===== config.mk =====
export PLATFORM = sky130hd
export DESIGN_NAME = eth_frame_detector_mem_arbiter
export DESIGN_NICKNAME = d
export VERILOG_FILES = /design/src/rtl/eth_frame_detector_mem_arbiter_pkg.sv /design/src/rtl/eth_frame_detector_rr_select.sv /design/src/rtl/eth_frame_detector_mem_arbiter.sv
export SDC_FILE = /design/constraint.sdc
export NUM_CORES = 1
export LEC_CHECK = 0
export CELL_PAD_IN_SITES_DETAIL_PLACEMENT = 0
export CELL_PAD_IN_SITES_GLOBAL_PLACEMENT = 1
export CORE_MARGIN = 2
export CORE_UTILIZATION = 30
export DETAILED_ROUTE_END_ITERATION = 6
export PLACE_DENSITY_LB_ADDON = 0.08
export SLEW_MARGIN = 40
export SYNTH_ARGS = -nofsm -noshare
export SYNTH_HDL_FRONTEND = slang
export SYNTH_HIERARCHICAL = 1
export SYNTH_SLANG_ARGS = --single-unit

===== constraint.sdc =====
create_clock -name clk -period 3.7 [get_ports clk]
set_clock_uncertainty 0.15 [all_clocks]
set_input_delay 1.11 -clock clk [delete_from_list [all_inputs] [get_ports clk]]
set_output_delay 1.11 -clock clk [all_outputs]
set_load 0.1 [all_outputs]

===== src/rtl/eth_frame_detector_mem_arbiter_pkg.sv =====
// ============================================================================
// Module   : eth_frame_detector_mem_arbiter_pkg
// Brief    : shared FSM state type and rotating-priority search for the BRAM arbiter
// Revision : 1.0
// ============================================================================
`default_nettype none

package eth_frame_detector_mem_arbiter_pkg;

  typedef enum logic [1:0] {
    ST_IDLE  = 2'd0,
    ST_ISSUE = 2'd1,
    ST_WAIT  = 2'd2,
    ST_ACK   = 2'd3
  } state_e;

  localparam int MAX_REQ   = 8;
  localparam int MAX_IDX_W = 3;
  localparam int SEARCH_W  = MAX_IDX_W + 1;

  // Returns {found, index}: first set bit of req[0..num-1] scanning from start with wrap.
  function automatic logic [SEARCH_W-1:0] rotate_search(
    input logic [MAX_REQ-1:0]  req,
    input logic [SEARCH_W-1:0] num,
    input logic [SEARCH_W-1:0] start
  );
    logic [SEARCH_W-1:0] res;
    logic [SEARCH_W-1:0] idx;
    res = '0;
    for (int k = 0; k < MAX_REQ; k++) begin
      idx = start + SEARCH_W'(k);
      if (idx >= num) idx = idx - num;
      if ((SEARCH_W'(k) < num) && !res[SEARCH_W-1] && req[idx[SEARCH_W-2:0]])
        res = {1'b1, idx[SEARCH_W-2:0]};
    end
    return res;
  endfunction

endpackage

`default_nettype wire


===== src/rtl/eth_frame_detector_rr_select.sv =====
// ============================================================================
// Module   : eth_frame_detector_rr_select
// Brief    : picks the winning requester; round-robin from ptr+1, or fixed
//            lowest-index priority when MEM_ARB_FIXED_PRIO_EN is defined
// Revision : 1.0
// ============================================================================
`default_nettype none

module eth_frame_detector_rr_select
  import eth_frame_detector_mem_arbiter_pkg::*;
#(
  parameter int C_NUM_REQ = 2,
  parameter int C_GRANT_W = 1
) (
  input  logic [C_NUM_REQ-1:0] req_vec,
  input  logic [C_GRANT_W-1:0] ptr,
  output logic [C_GRANT_W-1:0] grant_idx,
  output logic                 grant_valid
);

  logic [C_GRANT_W-1:0] start_idx;
  logic [SEARCH_W-1:0]  search;

`ifdef MEM_ARB_FIXED_PRIO_EN
  logic unused_ptr;
  assign unused_ptr = ^ptr;
  assign start_idx  = '0;
`else
  assign start_idx = (ptr == C_GRANT_W'(C_NUM_REQ - 1)) ? '0 : ptr + 1'b1;
`endif

  assign search      = rotate_search(MAX_REQ'(req_vec), SEARCH_W'(C_NUM_REQ), SEARCH_W'(start_idx));
  assign grant_idx   = C_GRANT_W'(search[SEARCH_W-2:0]);
  assign grant_valid = search[SEARCH_W-1];

endmodule

`default_nettype wire


===== src/rtl/eth_frame_detector_mem_arbiter.sv =====
// ============================================================================
// Module   : eth_frame_detector_mem_arbiter
// Brief    : serialises level-req / pulse-ack requesters onto one BRAM port
//            (MEM_ARB_FIXED_PRIO_EN selects fixed priority instead of round-robin)
// Revision : 1.0
// ============================================================================
`default_nettype none

module eth_frame_detector_mem_arbiter
  import eth_frame_detector_mem_arbiter_pkg::*;
#(
  parameter int C_NUM_REQ     = 2,
  parameter int C_DATA_WIDTH  = 32,
  parameter int C_ADDR_WIDTH  = 11,
  parameter int C_MEM_LATENCY = 1
) (
  input  logic                              clk,
  input  logic                              rst_n,
  input  logic [C_NUM_REQ-1:0]              req_req,
  input  logic [C_NUM_REQ-1:0]              req_we,
  input  logic [C_NUM_REQ*C_ADDR_WIDTH-1:0] req_addr,
  input  logic [C_NUM_REQ*C_DATA_WIDTH-1:0] req_wdata,
  output logic [C_NUM_REQ-1:0]              req_ack,
  output logic [C_DATA_WIDTH-1:0]           req_rdata,
  output logic                              bram_en,
  output logic                              bram_we,
  output logic [C_ADDR_WIDTH-1:0]           bram_addr,
  output logic [C_DATA_WIDTH-1:0]           bram_wdata,
  input  logic [C_DATA_WIDTH-1:0]           bram_rdata
);

  localparam int C_GRANT_W = (C_NUM_REQ > 1) ? $clog2(C_NUM_REQ) : 1;
  localparam int C_CNT_W   = 2;

  state_e                   state_q, state_d;
  logic [C_GRANT_W-1:0]     grant_q, grant_d;
  logic [C_GRANT_W-1:0]     ptr_q, ptr_d;
  logic [C_NUM_REQ-1:0]     mask_q, mask_d;
  logic [C_CNT_W-1:0]       cnt_q, cnt_d;
  logic [C_NUM_REQ-1:0]     ack_q, ack_d;
  logic                     en_q, en_d;
  logic                     we_q, we_d;
  logic [C_ADDR_WIDTH-1:0]  addr_q, addr_d;
  logic [C_DATA_WIDTH-1:0]  wdata_q, wdata_d;
  logic [C_DATA_WIDTH-1:0]  rdata_q, rdata_d;

  logic [C_NUM_REQ-1:0]     req_vec;
  logic [C_GRANT_W-1:0]     win_idx;
  logic                     win_valid;
  logic                     win_we;
  logic [C_ADDR_WIDTH-1:0]  win_addr;
  logic [C_DATA_WIDTH-1:0]  win_wdata;

  // The requester acked last cycle may still hold req; keep it out of this arbitration.
  assign req_vec = req_req & ~mask_q;

  eth_frame_detector_rr_select #(
    .C_NUM_REQ (C_NUM_REQ),
    .C_GRANT_W (C_GRANT_W)
  ) u_select (
    .req_vec     (req_vec),
    .ptr         (ptr_q),
    .grant_idx   (win_idx),
    .grant_valid (win_valid)
  );

  always_comb begin
    win_we    = 1'b0;
    win_addr  = '0;
    win_wdata = '0;
    for (int i = 0; i < C_NUM_REQ; i++) begin
      if (win_idx == C_GRANT_W'(i)) begin
        win_we    = req_we[i];
        win_addr  = req_addr[i*C_ADDR_WIDTH +: C_ADDR_WIDTH];
        win_wdata = req_wdata[i*C_DATA_WIDTH +: C_DATA_WIDTH];
      end
    end
  end

  always_comb begin
    state_d = state_q;
    grant_d = grant_q;
    ptr_d   = ptr_q;
    mask_d  = '0;
    cnt_d   = cnt_q;
    ack_d   = '0;
    en_d    = 1'b0;
    we_d    = we_q;
    addr_d  = addr_q;
    wdata_d = wdata_q;
    rdata_d = rdata_q;
    case (state_q)
      ST_IDLE: begin
        if (win_valid) begin
          grant_d = win_idx;
          en_d    = 1'b1;
          we_d    = win_we;
          addr_d  = win_addr;
          wdata_d = win_wdata;
          state_d = ST_ISSUE;
        end
      end
      ST_ISSUE: begin
        if (we_q) begin
          ack_d[grant_q] = 1'b1;
          state_d        = ST_ACK;
        end else begin
          cnt_d   = C_CNT_W'(C_MEM_LATENCY);
          state_d = ST_WAIT;
        end
      end
      ST_WAIT: begin
        cnt_d = cnt_q - 1'b1;
        if (cnt_q == C_CNT_W'(1)) begin
          rdata_d        = bram_rdata;
          ack_d[grant_q] = 1'b1;
          state_d        = ST_ACK;
        end
      end
      ST_ACK: begin
        ptr_d           = grant_q;
        mask_d[grant_q] = 1'b1;
        state_d         = ST_IDLE;
      end
      default: state_d = ST_IDLE;
    endcase
  end

  always_ff @(posedge clk) begin
    if (!rst_n) begin
      state_q <= ST_IDLE;
      grant_q <= '0;
      ptr_q   <= '0;
      mask_q  <= '0;
      cnt_q   <= '0;
      ack_q   <= '0;
      en_q    <= 1'b0;
      we_q    <= 1'b0;
      addr_q  <= '0;
      wdata_q <= '0;
      rdata_q <= '0;
    end else begin
      state_q <= state_d;
      grant_q <= grant_d;
      ptr_q   <= ptr_d;
      mask_q  <= mask_d;
      cnt_q   <= cnt_d;
      ack_q   <= ack_d;
      en_q    <= en_d;
      we_q    <= we_d;
      addr_q  <= addr_d;
      wdata_q <= wdata_d;
      rdata_q <= rdata_d;
    end
  end

  assign req_ack    = ack_q;
  assign req_rdata  = rdata_q;
  assign bram_en    = en_q;
  assign bram_we    = we_q;
  assign bram_addr  = addr_q;
  assign bram_wdata = wdata_q;

endmodule

`default_nettype wire


Word-level counts from Yosys, hierarchy flattened
Index checks and enable logic that the tools add are counted.
Word-level totals
  bits in registers: 87
  bits in latches: 0
  RAM bits: 0
  bits in read-only memories: 0
  input bits: 124
  output and inout bits: 79
  word-level logic and storage cells: 66
  memories: 0
Cells by class
  add/sub/neg operators: 5
  $mul: 0
  divide/modulo/power cells: 0
  magnitude comparators: 6
  eq/ne operators: 7
  shift operators: 0
  mux-type cells: 24
  bitwise gates (word level): 2
  reduce and logical (&&, ||, !) cells: 11
Operators by type and width (number)
  $mux W32: 1
  $reduce_and A2 Y1: 6
  $mux W11: 1
  $mux W2: 5
  $lt A3 B4 Y1 const B: 2
  $mux W4: 2
  $pmux W2 S2: 2
  $pmux W2 S4: 1
  $mux W1: 7
  $bmux W1 S3: 2
  $mux W3: 2
  $eq A2 B1 Y1 const B: 2
  $eq A2 B2 Y1 const B: 2
  $ge A4 B2 Y1 const B: 1
  $ne A2 B2 Y1 const B: 2
  $sub A1 B2 Y3 const B: 1
  $sub A3 B2 Y3 const B: 1
  $add A1 B1 Y2 const B: 1
  $and A2 B2 Y2: 1
  $ge A1 B2 Y1 const B: 1
  $logic_and A1 B1 Y1: 2
  $logic_not A2 Y1: 1
  $lt A1 B2 Y1 const B: 1
  $ne A2 B1 Y1 const B: 1
  other kinds (7): 7

Longest topological paths before layout
Gate-level depths: netlist of run 1.
  word-level depth: 12
  depth in mapped cells: 7
  gate-level depth less buffers: 5

Modules after synthesis
The synthesis of run 1 kept the hierarchy.
Modules (own cells, without submodules)
  eth_frame_detector_mem_arbiter: instances 1, cells each 387, area each 3641.0 µm², sequential area each 1741.7 µm²
  eth_frame_detector_rr_select: instances 1, cells each 2, area each 13.8 µm², sequential area each 0.0 µm²

Worst setup path after synthesis of run 1
Ideal clock, no wire load.
  path kind: in2reg
  start point: input port req_req[0]
  end point: register addr_q[3] (netlist: bram_addr[3])
  arrival time: 2145 ps
  required time: 3470 ps
  slack: 1325 ps
  stages on the path: 7
  buffers on the path: 3
  cells stage by stage: nor2b_1 or2_1 and2_4 buf_6 buf_6 buf_6 a211oi_2
On the way
  longest elaborated chain between the ends: 8
Ends and longest elaborated chain
  from (decl): line eth_frame_detector_mem_arbiter.sv:19  | input logic [C_NUM_REQ-1:0] req_req,
  $and A2 B2 Y2 (*): line eth_frame_detector_mem_arbiter.sv:55  | assign req_vec = req_req & ~mask_q;
  $bmux W1 S3: line eth_frame_detector_mem_arbiter_pkg.sv:33  | if ((SEARCH_W'(k) < num) && !res[SEARCH_W-1] && req[idx[SEARCH_W-2:0]])
  $mux W1 (implied by the code): line eth_frame_detector_mem_arbiter_pkg.sv:33
  $mux W4: line eth_frame_detector_mem_arbiter_pkg.sv:33
  $logic_not A1 Y1: line eth_frame_detector_mem_arbiter_pkg.sv:33
  $logic_and A1 B1 Y1: line eth_frame_detector_mem_arbiter_pkg.sv:33
  $mux W4 (*): line eth_frame_detector_mem_arbiter_pkg.sv:33
  via win_valid: line eth_frame_detector_mem_arbiter.sv:49  | logic win_valid;
  $reduce_and A2 Y1 (no line) (*)
  to (signal assigned): line eth_frame_detector_mem_arbiter.sv:151  | addr_q <= addr_d;
  to (decl): line eth_frame_detector_mem_arbiter.sv:43  | logic [C_ADDR_WIDTH-1:0] addr_q, addr_d;
The timed path passes the listed nets; every way through them passes the cells marked *. The select of a mux whose other input is x is not followed.
A chain may end at the register's enable or synchronous reset.

Worst setup path after layout of run 1
  start point: input port req_req[0]
  end point: register addr_q[2] (netlist: bram_addr[2])
On the way
  longest elaborated chain between the ends: 8
Ends and longest elaborated chain
  $and A2 B2 Y2 (*): line eth_frame_detector_mem_arbiter.sv:55
  via req_vec[0]: line eth_frame_detector_mem_arbiter.sv:47  | logic [C_NUM_REQ-1:0] req_vec;
  $bmux W1 S3: line eth_frame_detector_mem_arbiter_pkg.sv:33
  $mux W1 (implied by the code): line eth_frame_detector_mem_arbiter_pkg.sv:33
  $mux W4: line eth_frame_detector_mem_arbiter_pkg.sv:33
  $logic_not A1 Y1: line eth_frame_detector_mem_arbiter_pkg.sv:33
  $logic_and A1 B1 Y1: line eth_frame_detector_mem_arbiter_pkg.sv:33
  $mux W4 (*): line eth_frame_detector_mem_arbiter_pkg.sv:33
  via win_valid: line eth_frame_detector_mem_arbiter.sv:49
  $reduce_and A2 Y1 (no line) (*)
Marks and branches as above.

==> impl_metrics.json, run 1 <==
{
  "outcome": "completed",
  "ctsHoldBuffers": 0,
  "drt-pass1-iter-count": 4,
  "p_per_area_nw_per_um2": 814,
  "clkTransAtPathRegs_ns": 0.06,
  "crit_fanout": 32,
  "yosysTopAreaCell": "dfxtp_1",
  "ys_ff_latch": 87,
  "fin_area_sq_um": 5860,
  "grt_pass1_vias": 3146,
  "r2r_end": "bram_addr[2]",
  "rows": 40,
  "peakVddDrop_uv": 398,
  "tightest_slew_ns": 0.605,
  "setup_slack_ns": 0.832,
  "dp_hpwl_um": 7620,
  "post_drt_wl_per_cell_um": 14.3,
  "nNetsFinal": 708,
  "final_cell_mix": "123 x clkdlybuf4s50_1, 87 x dfxtp_1, 83 x buf_4",
  "overflow": 0,
  "holdPathStages": 2,
  "ys_async_sr_fraction_pct": 0,
  "root_buffer": "clkbuf_16",
  "syn_to_final_growth_pct": 60.2,
  "cpMaxStageDelayCell": "clkdlybuf4s50_1",
  "synth_cell_types": 34,
  "die_w_um": 114,
  "pin_count": 203,
  "crit_chain": "clkdlybuf4s50_1, nor2b_1, or2_1, and2_4, buf_4, nor2_1, a211oi_1",
  "ys.flop_type": "dfxtp_1",
  "cts_htree_levels": 3,
  "synth_edf_count": 0,
  "clk_latency_ns": 0.34,
  "start_kind": "input port",
  "grt_use_total_pct": 15.9,
  "vias_per_cell": 4.60,
  "reg2reg_slack_ns": 1.78,
  "dpl-instance-area_sq_um": 5530,
  "num_vias": 3359,
  "drive_gt1_share_pct": 19.7,
  "start_util_pct": 30.6,
  "place_ws_ns": 0.483,
  "min_path_type": "reg -> reg",
  "gp_congestion": 0.739,
  "fmax_mhz": 349,
  "syn_area_per_cell_sq_um": 9.40,
  "slowest_delay_ns": 0.45,
  "grt_max_degree": 56,
  "cts-buffers-inserted": 9,
  "worstRegToRegCells": 6,
  "yosys.area.top_type_share_pct": 47.7,
  "die_h_um": 114,
  "max-slew-margin-rel_pct": 59.7,
  "leakage_uw": 0.00243,
  "coreArea_sq_um": 12000,
  "hold_viol_final": 0,
  "diodes": 0,
  "grt_antenna_before_repair": 0,
  "syn_inst": 389,
  "cts_sinks": 87,
  "post-cts-setup-buffer-count": 0,
  "drtIter0Drc": 117,
  "syn_nets": 519,
  "hp-start": "req_rdata[1]",
  "grt_pass1_wl_um": 16000,
  "endpoint_kind": "register",
  "final_common_cell": "clkdlybuf4s50_1",
  "cts_tree": "built",
  "cap_violations": 0,
  "setup_viol": 0,
  "port_buffers": 202,
  "required_ns": 3.80,
  "synth.area.top_cells": "dfxtp_1 48%, mux2i_1 13%, a211oi_1 7.0%",
  "rsz0062_at_grt": "false",
  "cp.arrival_ns": 2.97,
  "seq_area_frac_synth_pct": 47.7,
  "fin_crit_sh_pct": 77.5,
  "clock_path_buffers": 2,
  "yosysWarnings": 6,
  "slew_violations": 0,
  "fin_tns_setup_ns": 0,
  "fin_util_pct": 49.0,
  "drc": 0,
  "syn_area_sq_um": 3650,
  "ant_nets": 0,
  "routed_wl_um": 10400,
  "dieArea_sq_um": 13100,
  "crit_type": "in -> reg",
  "min_period_ns": 2.87,
  "min_to": "req_rdata[1]",
  "post_cts_resized": 0,
  "r2r_start": "mask_q[0]"
}
[per-layer routing]
layer	vias to the layer above	part of all wire, %	global-route usage (%)
met3	10	7.0	4.87
met2	100	49	27.3
li1	1723	-	-
met1	1526	43	18.8
met4	0	1.4	5.45
met5	-	0	0
[flip-flops by register name, summed over array words and instances (netlist names)]
name,count
req_rdata,32
req_ack,2
cnt_q,2
ptr_q,1
bram_we,1
state_q,2
mask_q,2
bram_wdata,32
grant_q,1
bram_addr,11
bram_en,1
[logic make-up after synthesis]
kind of cell    count (synthesis)  share of synthesized area (%)
mux                            46                           12.6
simple gates                  131                           14.8
compound gates                 85                           16.6
fa+ha+maj                       6                           2.05
buf+inv                        34                           6.30
flops                          87                           47.7
[per-stage QoR]
step           total power [uW]  hold slack (ns)  std cells
4_1_cts                    4830            0.306        730
3_5_place_dp               3830            0.297        714
3_3_place_gp               3790            0.293        714
2_1_floorplan              3290            0.296        389
6_report                   4770            0.304        730
5_1_grt                    5010            0.320        730
[report_power, final]
group | switching [uW] | total [uW] | internal [uW]
clock network | 357 | 984 | 628
registers | 123 | 1270 | 1150
logic | 1880 | 2510 | 636
[synth_stat cells, types with 4 or more instances]
cell type,n
nand2_1,67
dfxtp_1,87
mux2i_1,46
buf_4,5
nor2_1,48
a211oi_1,34
a21oi_1,34
ha_1,6
clkbuf_1,4
buf_6,5
buf_2,10
a211oi_2,10
[how the worst max path moves through the flow]
stage | startpoint | to | cells after the start
floorplan | req_req[0] | bram_addr[3] | 7
global placement | req_req[0] | bram_wdata[28] | 7
detailed placement | req_req[0] | bram_addr[2] | 7
CTS | req_req[0] | bram_addr[2] | 7
global route | req_req[0] | bram_wdata[28] | 7
finish | req_req[0] | bram_addr[2] | 7
[critical path: cells and delay by family]
family / cells / cell delay [ns]
AO/OA/AOI/OAI: 1 / 0.20
buffers and inverters: 2 / 0.73
AND/OR/NAND/NOR: 4 / 0.91
[layout make-up]
type	count	area, sq um
well taps	147	184
fillers	1141	6110
clock buffers	13	260
repair buffers	208	1890
inverters	4	15.0
clock inverters	3	65.1
multi-input cells	268	1700
flip-flops and latches	87	1740
No activity file was read; power rests on OpenSTA's default activity.
==> inputs of run 2 (changes only) <==
--- a/config.mk
+++ b/config.mk
@@ -8,7 +8,7 @@
 export CELL_PAD_IN_SITES_DETAIL_PLACEMENT = 0
 export CELL_PAD_IN_SITES_GLOBAL_PLACEMENT = 1
 export CORE_MARGIN = 2
-export CORE_UTILIZATION = 30
+export CORE_UTILIZATION = 25
 export DETAILED_ROUTE_END_ITERATION = 6
 export PLACE_DENSITY_LB_ADDON = 0.08
 export SLEW_MARGIN = 40
==> constraint.sdc (replaced) <==
create_clock -name clk -period 2.6 [get_ports clk]
set_clock_uncertainty 0.15 [all_clocks]
set_input_delay 0.78 -clock clk [delete_from_list [all_inputs] [get_ports clk]]
set_output_delay 0.78 -clock clk [all_outputs]
set_load 0.1 [all_outputs]
==> impl_metrics.json, run 2 (synthesis gave the netlist of run 1 again) <==
{
  "instances_no_fill": 771,
  "fmax_mhz": 442,
  "port_buffers": 202,
  "crit_fanout": 15,
  "diodes": 0,
  "power.share.clock_pct": 19.2,
  "cts_tree": "built",
  "die_h_um": 125,
  "grt_use_total_pct": 14.0,
  "crit_type": "in -> reg",
  "startpoint": "req_req[0]",
  "rsz0062_at_grt": "false",
  "cap_violations": 0,
  "die_w_um": 125,
  "start_kind": "input port",
  "routed_wl_um": 10800,
  "r2r_end": "cnt_q[0]",
  "num_vias": 3356,
  "root_buffer": "clkbuf_16",
  "fin_tns_setup_ns": 0,
  "vias_per_cell": 4.35,
  "nNetsFinal": 713,
  "pin_count": 203,
  "start_util_pct": 25.3,
  "ant_nets": 0,
  "hold_viol_final": 0,
  "min_period_ns": 2.26,
  "setup_viol": 0,
  "post-cts-setup-buffer-count": 0,
  "final_cell_mix": "123 x clkdlybuf4s50_1, 87 x dfxtp_1, 85 x buf_4",
  "tightest_slew_ns": 0.410,
  "p_per_area_nw_per_um2": 1140,
  "drive_gt1_share_pct": 20.3,
  "p_int_uw": 3390,
  "cp.arrival_ns": 2.36,
  "place_ws_ns": -0.0228,
  "coreArea_sq_um": 14400,
  "clock_path_buffers": 2,
  "dpl-instance-area_sq_um": 5650,
  "fin_area_sq_um": 5950,
  "crit_end": "bram_wdata[21]",
  "comb_power_share_pct": 54.1,
  "drc": 0,
  "post_cts_resized": 0,
  "fin_crit_sh_pct": 87.1,
  "post_drt_wl_per_cell_um": 14.0,
  "ctsHoldBuffers": 0,
  "switching_share_pct": 49.9,
  "clk_latency_ns": 0.33,
  "grt_max_degree": 45,
  "max-slew-margin-rel_pct": 72.4,
  "grt_pass1_wl_um": 17400,
  "dp_hpwl_um": 7880,
  "p_switching_uw": 3370,
  "syn_to_final_growth_pct": 62.8,
  "cts-buffers-inserted": 9,
  "r2r_start": "state_q[1]",
  "drtIter0Drc": 127,
  "drt-pass1-iter-count": 4,
  "reg2reg_slack_ns": 0.87,
  "dieArea_sq_um": 15600,
  "fillers": 1455,
  "rows": 44,
  "gp_congestion": 0.754,
  "worstRegToRegCells": 5,
  "outcome": "completed",
  "min_path_type": "reg -> reg",
  "leakage_uw": 0.00245,
  "grt_pass1_vias": 3413,
  "fin_util_pct": 41.2,
  "peakVddDrop_uv": 546,
  "cts_sinks": 87,
  "cts_htree_levels": 3,
  "seqPwrFrac_pct": 26.6,
  "setup_slack_ns": 0.336,
  "final_common_cell": "clkdlybuf4s50_1",
  "endpoint_kind": "register",
  "required_ns": 2.70,
  "dp.cells": 756,
  "grt_antenna_before_repair": 0,
  "overflow": 0,
  "clkTransAtPathRegs_ns": 0.06,
  "slew_violations": 0
}
==> run 2: cell count changes in the layout (fill, tap and decap cells not counted), sizes merged <==
cell	delta
buf	+5
bufinv	-1
clkbuf	-1
clkinvlp	+1
==> run 2: power by group through the flow <==
| stage | Sequential [uW] | Clock [uW] | Combinational (uW) |
|---|---|---|---|
| 4_1_cts | 1800 | 1360 | 3690 |
| 3_5_place_dp | 1830 | 0 | 3680 |
| 3_3_place_gp | 1830 | 0 | 3660 |
| 2_1_floorplan | 3710 | 0 | 962 |
| 6_report | 1800 | 1300 | 3660 |
| 5_1_grt | 1840 | 1410 | 3850 |
==> run 2: per-stage QoR <==
| step | hold slack, ns | power (uW) |
|---|---|---|
| floorplan | 0.296 | 4680 |
| global placement | 0.293 | 5490 |
| global route | 0.329 | 7100 |
| detailed placement | 0.297 | 5510 |
| finish | 0.304 | 6760 |
| CTS | 0.306 | 6850 |
==> run 2: worst min-delay path by stage <==
stage,startpoint,to,slack (ns),cells past startpoint
after floorplan,cnt_q[1],cnt_q[1],0.30,2
after global placement,req_rdata[0],req_rdata[0],0.29,2
after detailed placement,req_rdata[11],req_rdata[11],0.30,2
after CTS,req_rdata[11],req_rdata[11],0.31,2
after global routing,req_rdata[11],req_rdata[11],0.33,2
final,req_rdata[31],req_rdata[31],0.30,2
==> run 2: per-layer routing <==
layer,vias up,part of all wire (%),global-route usage (%)
met1,1495,43,16.8
met2,105,48,23.6
met3,16,6.4,3.74
met4,0,2.3,6.21
li1,1740,-,-
met5,-,0,0
==> run 2: area by class of cell <==
class,instances,area (sq um),area share [%]
Sequential cell,87,1740,29.3
Clock buffer,12,256,4.31
Timing Repair Buffer,213,1970,33.1
Clock inverter,3,42.5,0.715
Tap cell,184,230,3.87
Multi-Input combinational cell,268,1690,28.5
Inverter,4,15.0,0.252
==> run 2: critical path, cell delays in order <==
cell and delay, ns:
clkdlybuf4s50_1 0.45, nor2b_1 0.23, or2_1 0.19, and2_4 0.22
buf_4 0.21, nor2_1 0.07, a211oi_1 0.20
==> inputs of run 3 (changes only) <==
--- a/config.mk
+++ b/config.mk
@@ -7,7 +7,6 @@
 export LEC_CHECK = 0
 export CELL_PAD_IN_SITES_DETAIL_PLACEMENT = 0
 export CELL_PAD_IN_SITES_GLOBAL_PLACEMENT = 1
-export CORE_MARGIN = 2
 export CORE_UTILIZATION = 25
 export DETAILED_ROUTE_END_ITERATION = 6
 export PLACE_DENSITY_LB_ADDON = 0.08
==> impl_metrics.json, run 3 (synthesis gave the netlist of run 1 again) <==
{
  "outcome": "completed",
  "ant_nets": 0,
  "dp_hpwl_um": 8090,
  "fmax_mhz": 453,
  "final_common_cell": "clkdlybuf4s50_1",
  "peakVddDrop_uv": 562,
  "drtIter0Drc": 119,
  "grt_pass1_vias": 3363,
  "fin_tns_setup_ns": 0,
  "rsz0062_at_grt": "false",
  "post-cts-setup-buffer-count": 0,
  "clk_latency_ns": 0.34,
  "required_ns": 2.67,
  "setup_viol": 0,
  "min_path_type": "reg -> reg",
  "drive_gt1_share_pct": 21.0,
  "start_kind": "input port",
  "slew_violations": 0,
  "coreArea_sq_um": 14100,
  "post_cts_resized": 0,
  "overflow": 0,
  "min_period_ns": 2.21,
  "dp.cells": 759,
  "port_buffers": 202,
  "drc": 0,
  "crit_fanout": 18,
  "vias_per_cell": 4.36,
  "tightest_slew_ns": 0.420,
  "leakage_uw": 0.00248,
  "cp.arrival_ns": 2.28,
  "final_cell_mix": "123 x clkdlybuf4s50_1, 91 x buf_4, 87 x dfxtp_1",
  "syn_to_final_growth_pct": 64.3,
  "root_buffer": "clkbuf_16",
  "drt-pass1-iter-count": 4,
  "grt_antenna_before_repair": 0,
  "routed-wl-met2_um": 5220,
  "fin_util_pct": 42.6,
  "grt_max_degree": 33,
  "diodes": 0,
  "pin_count": 203,
  "start_util_pct": 25.9,
  "instances_no_fill": 775,
  "fin_crit_sh_pct": 84.9,
  "highest-signal-layer": "met4",
  "clkTransAtPathRegs_ns": 0.06,
  "cap_violations": 0,
  "p_per_area_nw_per_um2": 1130,
  "grt_use_total_pct": 14.6,
  "wl_met1_um": 4730,
  "ctsHoldBuffers": 0,
  "cts_htree_levels": 3,
  "hold_ws_ns": 0.306,
  "endpoint_kind": "register",
  "clock_path_buffers": 2,
  "gp_congestion": 0.697,
  "cts_tree": "built",
  "dr_wl_met3_um": 704,
  "dpl-instance-area_sq_um": 5710,
  "die_w_um": 123,
  "max-slew-margin-rel_pct": 71.8,
  "num_vias": 3381,
  "dieArea_sq_um": 15100,
  "nNetsFinal": 720,
  "fillers": 1432,
  "grt_pass1_wl_um": 16800,
  "startpoint": "req_req[0]",
  "rows": 43,
  "post_drt_wl_per_cell_um": 14.0,
  "r2r_start": "state_q[0]",
  "crit_type": "in -> reg",
  "die_h_um": 123,
  "hp-start": "req_rdata[13]",
  "cts-buffers-inserted": 9,
  "cts_sinks": 87,
  "fin_area_sq_um": 6000,
  "routed_wl_um": 10900,
  "hold_viol_final": 0
}
==> run 3: cell count changes in the layout (fill, tap and decap cells not counted) <==
cell and change:
buf_4 +6, clkbuf_1 +2, buf_12 +1, clkbuf_8 -1
==> run 3: final cells by class <==
class	count	area [sq um]	share of cell area, %
repair buffers	220	2030	33.9
clock inverters	3	42.5	0.709
clock buffers	13	250	4.17
inverters	4	15.0	0.250
flip-flops and latches	87	1740	29.0
well taps	180	225	3.75
multi-input cells	268	1690	28.2
==> run 3: per-stage QoR <==
stage,setup slack [ns],power [uW]
floorplan,0.555,4680
global placement,0.0782,5510
detailed placement,0.00649,5540
CTS,0.365,6880
global route,0.204,7150
finish,0.392,6790
==> run 3: worst max-delay path, cell delays in order <==
cell	delay [ns]
clkdlybuf4s50_1	0.40
nor2b_1	0.14
buf_4	0.14
a21boi_4	0.16
buf_12	0.20
buf_12	0.16
mux2i_1	0.20
a211oi_1	0.09
==> run 3: final timing paths <==
check / slack (ns) / end / cells past startpoint
setup reg to reg: 0.83 / req_rdata[19] / 6
hold / removal: 0.31 / req_rdata[13] / 2
hold reg to reg: 0.31 / req_rdata[13] / 2
setup / recovery: 0.39 / bram_wdata[19] / 8
==> run 3: power by group <==
part	switching [uW]	total (uW)	internal [uW]
Combinational	2700	3680	980
Clock	534	1300	771
Sequential	170	1800	1630
Total	3400	6790	3380
==> run 3: per-layer routing <==
layer / vias to the layer above / track usage [%]
li1: 1741 / -
met1: 1523 / 17.3
met3: 12 / 3.32
met2: 105 / 24.9
met5: - / 0
met4: 0 / 7.39
==> RTL change, RTL diff (settings of run 3) <==
Change the parameter `C_ADDR_WIDTH` from 11 to 12.
--- a/src/rtl/eth_frame_detector_mem_arbiter.sv
+++ b/src/rtl/eth_frame_detector_mem_arbiter.sv
@@ -12,5 +12,5 @@
   parameter int C_NUM_REQ     = 2,
   parameter int C_DATA_WIDTH  = 32,
-  parameter int C_ADDR_WIDTH  = 11,
+  parameter int C_ADDR_WIDTH  = 12,
   parameter int C_MEM_LATENCY = 1
 ) (
Ports: changed (resized bram_addr and req_addr); port bits go from 203 to 206. No check against the original RTL was run, so the function may have changed too.
==> RTL change against run 3 <==
Die area is 5.8% higher. Synthesized area is 5.9% higher. Register-to-register slack worse by 0.03 ns. Cell area is 3.3% higher. Worst setup slack worse by 0.069 ns. Largest power group unchanged. Power is 4.3% higher. Count of clock-buffer cells in the layout is 2 lower. Wire length is 1.5% lower. Synthesized cell count is 1.3% higher. Non-clock buffer count is 4 lower. Sequential cell count is 1 higher. Combinational power is 6.5% higher.
==> RTL change: results (changes against run 3) <==
Outcome
  • Status: finished, final reports clean (unchanged)

Yosys
  • Netlist cell types: 30 (was 34)
  • Synth top cells by count: 88 x dfxtp_1, 67 x nand2_1, 49 x nor2_1 (was 87 x dfxtp_1, 67 x nand2_1, 48 x nor2_1)

Clock tree
  • Clock Sink Count: 88 (was 87)

Global route
  • Vias in the first global route: 3335 (was 3363)
  • First-pass GRT wire length: 16.8 mm (about the same)
  • GRT Util Overall: 0.136 (was 0.146)

Route
  • Met3 WL: 856 um (was 704 um)
  • Number of DRC markers after the initial detailed-route iteration: 91 (was 119)
  • Final WL: 10.7 mm (was 10.9 mm)
  • Via-per-instance ratio: 4.31 (was 4.36)

Pwr
  • Clock power frac: 0.189 (was 0.192)
  • P_leak: 2.52 nW (was 2.48 nW)
  • Power share of the sequential group: 0.257 (was 0.266)
  • Net switching power figure: 0.00356 W (was 0.00340 W)

Setup path
  • Critical Path End: bram_wdata[7] (was bram_wdata[19])
  • Critical-path maximum fanout: 35 (was 18)
  • CP arrival: 2.34 ns (was 2.28 ns)
  • Reg2Reg Setup Slack: 0.80 ns (was 0.83 ns)

Final layout
  • Buffers, non-clock: 216 (was 220)
  • Ratio of cells with drive above 1 in the final layout: 0.262 (was 0.210)
  • Sequential share of cell area: 0.284 (was 0.290)
  • Layout Area Growth over Synthesis: 60.3% (was 64.3%)
  • Layout Nets: 722 (was 720)
  • Comb_multi_in: 271 (was 268)

Hold path
  • Worst hold start: req_rdata[11] (was req_rdata[13])
  • Hold endpoint: req_rdata[11] (was req_rdata[13])

Place
  • PortBufs: 205 (was 202)
RTL change: cell types whose count changed after synthesis, sizes merged:
cell and change:
buf +2, a211oi +1, nor2b +1, dfxtp +1, clkbuf -1, and2b -1
nor2 +1, mux2i +1
RTL change: through the flow:
step / power [W] / hold slack, ns / utilization
floorplan: 0.00491 / 0.296 / -
finish: 0.00708 / 0.304 / 0.410
CTS: 0.00718 / 0.307 / 0.410
global placement: 0.00577 / 0.293 / 0.389
global route: 0.00741 / 0.322 / 0.410
detailed placement: 0.00581 / 0.298 / 0.389
RTL change: critical path: stages:
cell             delay [ns]
clkdlybuf4s50_1        0.47
nor2b_1                0.16
a21boi_4               0.22
buf_12                 0.27
mux2i_1                0.30
a211oi_2               0.10
RTL change: layer usage:
metal / vias to the layer above / GRT usage
met5: - / 0
met4: 0 / 0.0638
met1: 1492 / 0.161
met2: 121 / 0.223
li1: 1748 / -
met3: 10 / 0.0422
